[src/rtl/coin_pulse_gen.sv]
// Coin-slot front end: synchronise, debounce and edge-qualify two raw coin
// sensors, then emit mutually exclusive credit pulses, reject pulses and
// stuck-sensor fault levels for the vending FSM.
module coin_pulse_gen #(
   parameter int unsigned DB_CYCLES    = 4,
   parameter int unsigned STUCK_CYCLES = 64,
   parameter int unsigned CNT_W        = 7
) (
   input  logic clk,
   input  logic reset,
   input  logic raw_half,
   input  logic raw_one,
   input  logic inhibit,
   output logic half,
   output logic one,
   output logic reject,
   output logic fault_half,
   output logic fault_one
);

   localparam int unsigned NCH = 2;
   localparam logic [CNT_W-1:0] DB_C    = CNT_W'(DB_CYCLES);
   localparam logic [CNT_W-1:0] STUCK_C = CNT_W'(STUCK_CYCLES);
   localparam logic [CNT_W-1:0] CNT_MAX = '1;

   typedef enum logic [2:0] {
      ST_IDLE,
      ST_CONFIRM,
      ST_HELD,
      ST_RELEASE,
      ST_FAULT
   } state_e;

   // Channel 0 is the half-unit slot, channel 1 the one-unit slot.
   logic [NCH-1:0]   raw_c;
   logic [NCH-1:0]   s1_q, s1_d;
   logic [NCH-1:0]   s2_q, s2_d;
   state_e           state_q [NCH];
   state_e           state_d [NCH];
   logic [CNT_W-1:0] cnt_q [NCH];
   logic [CNT_W-1:0] cnt_d [NCH];
   logic [CNT_W-1:0] cnt_inc_c [NCH];
   logic [NCH-1:0]   fault_q, fault_d;
   logic [NCH-1:0]   accept_c;

   logic pend_half_q, pend_half_d;
   logic pend_one_q, pend_one_d;
   logic rej_pend_q, rej_pend_d;
   logic half_q, half_d;
   logic one_q, one_d;
   logic reject_q, reject_d;
   logic rej_half_c, rej_one_c;

   assign raw_c = {raw_one, raw_half};

   // Synchroniser and per-channel debounce / stuck-detect state machines.
   always_comb begin
      s1_d = raw_c;
      s2_d = s1_q;
      for (int ch = 0; ch < NCH; ch++) begin
         state_d[ch]   = state_q[ch];
         cnt_d[ch]     = cnt_q[ch];
         accept_c[ch]  = 1'b0;
         cnt_inc_c[ch] = (cnt_q[ch] == CNT_MAX) ? cnt_q[ch] : cnt_q[ch] + CNT_W'(1);
         case (state_q[ch])
            ST_IDLE: begin
               cnt_d[ch] = '0;
               if (s2_q[ch]) begin
                  state_d[ch] = ST_CONFIRM;
                  cnt_d[ch]   = CNT_W'(1);
               end
            end
            ST_CONFIRM: begin
               if (!s2_q[ch]) begin
                  state_d[ch] = ST_IDLE;
                  cnt_d[ch]   = '0;
               end else if (cnt_inc_c[ch] == DB_C) begin
                  state_d[ch]  = ST_HELD;
                  cnt_d[ch]    = '0;
                  accept_c[ch] = 1'b1;
               end else begin
                  cnt_d[ch] = cnt_inc_c[ch];
               end
            end
            ST_HELD: begin
               if (!s2_q[ch]) begin
                  state_d[ch] = ST_RELEASE;
                  cnt_d[ch]   = CNT_W'(1);
               end else if (cnt_inc_c[ch] == STUCK_C) begin
                  state_d[ch] = ST_FAULT;
                  cnt_d[ch]   = '0;
               end else begin
                  cnt_d[ch] = cnt_inc_c[ch];
               end
            end
            ST_RELEASE: begin
               if (s2_q[ch]) begin
                  // Short low glitch: coin still present, no new accept.
                  state_d[ch] = ST_HELD;
                  cnt_d[ch]   = '0;
               end else if (cnt_inc_c[ch] == DB_C) begin
                  state_d[ch] = ST_IDLE;
                  cnt_d[ch]   = '0;
               end else begin
                  cnt_d[ch] = cnt_inc_c[ch];
               end
            end
            ST_FAULT: begin
               // Recover only after a clean debounced low; never credits.
               if (s2_q[ch]) begin
                  cnt_d[ch] = '0;
               end else if (cnt_inc_c[ch] == DB_C) begin
                  state_d[ch] = ST_IDLE;
                  cnt_d[ch]   = '0;
               end else begin
                  cnt_d[ch] = cnt_inc_c[ch];
               end
            end
            default: begin
               state_d[ch] = ST_IDLE;
               cnt_d[ch]   = '0;
            end
         endcase
         fault_d[ch] = (state_d[ch] == ST_FAULT);
      end
   end

   // Output stage: credit pending bits with half-first arbitration, rejects.
   always_comb begin
      rej_half_c = accept_c[0] & inhibit;
      rej_one_c  = accept_c[1] & inhibit;
      half_d     = pend_half_q;
      one_d      = pend_one_q & ~pend_half_q;
      pend_half_d = accept_c[0] & ~inhibit;
      pend_one_d  = (accept_c[1] & ~inhibit) | (pend_one_q & pend_half_q);
      reject_d    = rej_half_c | rej_one_c | rej_pend_q;
      rej_pend_d  = rej_half_c & rej_one_c;
   end

   // All state registers with synchronous active-high reset.
   always_ff @(posedge clk) begin
      if (reset) begin
         s1_q        <= '0;
         s2_q        <= '0;
         fault_q     <= '0;
         pend_half_q <= 1'b0;
         pend_one_q  <= 1'b0;
         rej_pend_q  <= 1'b0;
         half_q      <= 1'b0;
         one_q       <= 1'b0;
         reject_q    <= 1'b0;
         for (int ch = 0; ch < NCH; ch++) begin
            state_q[ch] <= ST_IDLE;
            cnt_q[ch]   <= '0;
         end
      end else begin
         s1_q        <= s1_d;
         s2_q        <= s2_d;
         fault_q     <= fault_d;
         pend_half_q <= pend_half_d;
         pend_one_q  <= pend_one_d;
         rej_pend_q  <= rej_pend_d;
         half_q      <= half_d;
         one_q       <= one_d;
         reject_q    <= reject_d;
         for (int ch = 0; ch < NCH; ch++) begin
            state_q[ch] <= state_d[ch];
            cnt_q[ch]   <= cnt_d[ch];
         end
      end
   end

   assign half       = half_q;
   assign one        = one_q;
   assign reject     = reject_q;
   assign fault_half = fault_q[0];
   assign fault_one  = fault_q[1];

endmodule

[config.mk]
export PLATFORM = sky130hd
export DESIGN_NAME = coin_pulse_gen
export DESIGN_NICKNAME = d
export VERILOG_FILES = /design/src/rtl/coin_pulse_gen.sv
export SDC_FILE = /design/constraint.sdc
export NUM_CORES = 1
export LEC_CHECK = 0
export ABC_CLOCK_PERIOD_IN_PS = 2400
export BUFFER_PORTS_ARGS = -buffer_cell sky130_fd_sc_hd__clkbuf_2
export CORE_MARGIN = 2
export CORE_UTILIZATION = 40
export DETAILED_ROUTE_END_ITERATION = 10
export SYNTH_ARGS = -nofsm -noshare
export SYNTH_HDL_FRONTEND = slang
export SYNTH_SLANG_ARGS = --single-unit
[constraint.sdc]
create_clock -name clk -period 2.4 [get_ports clk]
set_input_delay 0.12 -clock clk [delete_from_list [all_inputs] [get_ports clk]]
set_output_delay 0.12 -clock clk [all_outputs]
set_load 0.02 [all_outputs]
==> run summary <==
The insertion delay to the later sink of the worst-skew pair is 0.29 ns. The switching share of power came out at 21.44%. The worst slew margin relative to its limit was 68.55%. The most frequently used cell type in the post-synthesis netlist is dfxtp_1.

Global routing consumed, on the met2 layer, 25.05% of the routing resources. The fraction of layout cells with a size suffix above 1 came out at 14.03%. The run gives 3536 um as the aggregate routed wire length.

The number of buffers inserted by hold repair at cts was 0. The leading register cell type out of synthesis was dfxtp_1. The logs give 6120 um for the global-route wire length before repair and 0.001961 mm^2 for the post-route cell area.

The final layout net count is 227, and the height of the chip is 70.65 um. On the final layout, the worst clock skew is 0.008147 ns. The number of buffers on the longest clock path came out at 2. For this design the ratio of total power to cell area is 557.1 mW/mm^2. Cell internal power was estimated by the tool at 0.8582 mW. The die is 70.65 um wide. Global routing used 3.846% of the available met3 tracks. In the global route stage, overall resource usage came out at 15.30%. The run finished with clean final reports.

The share of the core filled with cells was 45.34%; the detailed-routing iteration count for the pre-antenna-repair pass was 4. Setup repair after global routing left no endpoint under its margin. The top cell type by total area after synthesis was dfxtp_1.

The total congestion overflow is 0. Achievable clock frequency: 447.4 MHz. The pin count of the biggest net entering global routing is 23. The tree is rooted in a clkbuf_8. Counting flops and latches in the post-synthesis netlist gives 32.

The total cell area at the placement stage came out at 0.001846 mm^2. For the post-layout instance count excluding filler cells, the log shows 273. The max-capacitance violation count is 0. TritonCTS built the clock tree. The first routing iteration left 116 violations. The count of endpoints failing setup in the final report is 0, and the synthesized area per cell is 8.302 um^2. The number of global-route vias before repair came out at 1411.

The share of total power in sequential cells is 49.7%. Weighted congestion reported at the end of routability-driven placement: 0.7880. The count of vias placed by the detailed router was 1544.

The final critical path takes up 93.14% of the cycle. The run gives 2588 um as the placed wire-length estimate after detailed placement. After detailed routing, the number of remaining DRC violations is 0. In this run, synthesis inferred 0 flip-flops with an integrated enable. The tools report the number of antenna violations at the first check in global routing as 0.

In the post-synthesis netlist, the biggest area contributors are dfxtp_1 (36%), nor2_1 (4.4%), nor2b_1 (3.9%). For the worst setup path, the data required time is 2.63 ns. The busiest metal layer after global routing is met2. For this design the static power due to leakage is 0.7428 nW. The detail route stage leaves a number of antenna-violating nets equal to 0. Sort of element at the end of the critical path: a flop.

The mean number of vias per cell is 5.656, and the time the worst path needs with I/O delays and setup is 2.235 ns. 10 I/O pins were placed. IR analysis of the VDD net gives a maximum drop of 0.0003202 V.

Of the total power, combinational logic draws 3.3%. In this run, placement finished with an instance count of 265. The die covers 0.004991 mm^2. The number of nets handed over by synthesis was 221. The logs give 0 for the number of pins exceeding their max-slew limit in the final report and 0.2342 mW for the net switching power.

After routing, the total negative slack on setup checks comes to 0 ns. For this run, global-route usage on met1 was measured as 19.24%. The proportion of register bits with asynchronous set or reset after synthesis is 0%.

The run gives 54 as the number of distinct standard cells referenced by the synthesized netlist. The antenna diode instance count came out at 0. Sequential elements use 36.06% of the synthesized area. The worst min-delay path category was in -> reg. The run gives 5 as the number of buffers inserted during clock tree synthesis. The worst setup path is launched from a flop.

The average wire per cell in the routed design was 12.95 um; the area share of the largest cell type after synthesis was 36.06%. Post-CTS timing repair inserted 0 buffers for setup. Once the floorplan was initialized, standard cells occupied 41.09% of the core. In this run the core area contains 24 standard-cell rows.

The sink count of the clock tree is 32, and the level count of the clock H-tree is 2. The setup path with the least slack is of type reg -> reg. The layout overhead on the synthesized area came out at 10.35%. The number of cells produced by synthesis came out at 214. After synthesis the cells add up to 0.001777 mm^2. The final number of hold-violating endpoints was 0. The core area was 0.004324 mm^2; the clock edge transition at the registers on the reported setup and hold paths was 0.07 ns.

Counting instances in the post-synthesis netlist gives the leading cell types as dfxtp_1 (32), nor2_1 (21), nand2_1 (17), nor2b_1 (11), nand3_1 (10). The warning count from the yosys run was 0; the worst endpoint data arrival time was 2.46 ns. The count of buffers inserted at the top-level ports is 9, and the clock share of power is 47.0%. The transition time at the pin with the least slew margin is 0.4713 ns.

In this run the worst path has a maximum fanout of 5.
-- registers in the layout, indices dropped and copies added (netlist names) --
name / cells
cnt_q: 14
state_q: 6
fault_q: 2
s1_q: 2
s2_q: 2
half: 1
half_d: 1
one: 1
pend_one_q: 1
rej_pend_q: 1
reject: 1
-- routing by layer --
layer	up-vias	wire [um]
met5	-	0
met1	728	1737
met3	6	76
li1	796	-
met2	14	1658
met4	0	63
-- power by group through the flow --
stage	logic [mW]	clock network, mW	registers, mW
6_report	0.0355	0.514	0.543
3_5_place_dp	0.0355	0	0.555
2_1_floorplan	0.0303	0	0.551
4_1_cts	0.0357	0.526	0.543
3_3_place_gp	0.0358	0	0.555
5_1_grt	0.0399	0.546	0.544
-- final cells by class --
type	instances	area (um^2)
clock buffers	5	68.82
clock inverters	3	42.54
fillers	450	2364
inverters	4	15.01
multi-input cells	166	1067
flip-flops and latches	32	641.9
well taps	52	65.06
repair buffers	11	60.06
-- cells in the final DEF (no fill, tap or decap), types with 6 or more instances in the layout --
cell type	n
o21ai_0	9
nor3b_1	7
nor2b_1	11
nand2_1	17
and3_1	7
clkbuf_2	9
a21oi_1	9
dfxtp_1	31
xor2_1	6
nor2_1	21
nand3_1	10
-- cell families (layout without fill, tap and decap cells) --
group                      Yosys count  in the layout  share of synthesized area [%]
muxes                                5              5                          2.887
AOI/OAI and AO/OA                   51             51                          20.92
DFF                                 32             32                          36.06
adders and majority gates            2              2                          1.408
buffers and inverters               16             23                          4.014
and+or+nand+nor                    100            100                          30.77
xor gates and xnor gates             8              8                          3.944
-- worst paths after layout --
path	startpoint	endpoint	slack [ns]	depth (start not counted)
max	cnt_q[0][1]	fault_q[0]	0.16	6
min	inhibit	half_d	0.04	2
max reg2reg	cnt_q[0][1]	fault_q[0]	0.16	6
min reg2reg	s1_q[1]	s2_q[1]	0.44	1
-- worst max-delay path, cell delays in order, from the launching register on --
cell	delay (ns)
dfxtp_1	0.39
ha_2	0.24
nand3_1	0.15
or4_1	0.55
a222oi_1	0.48
and3_1	0.25
o22a_1	0.13
-- repair_timing --
action	in CTS	in global routing
setup endpoints to repair	0	3
endpoints found under the hold margin	0	0
gates resized for setup	0	2
-- metrics by stage --
step | hold WS, ns | total power, mW | worst slack, ns
2_1_floorplan | 0.1993 | 0.5811 | 0.3766
3_3_place_gp | 0.3356 | 0.5910 | 0.1889
3_5_place_dp | 0.3408 | 0.5907 | 0.1477
4_1_cts | 0.03452 | 1.104 | 0.1272
5_1_grt | 0.03813 | 1.131 | 0.02297
6_report | 0.04049 | 1.092 | 0.1647
No activity file was read; power rests on OpenSTA's default activity.
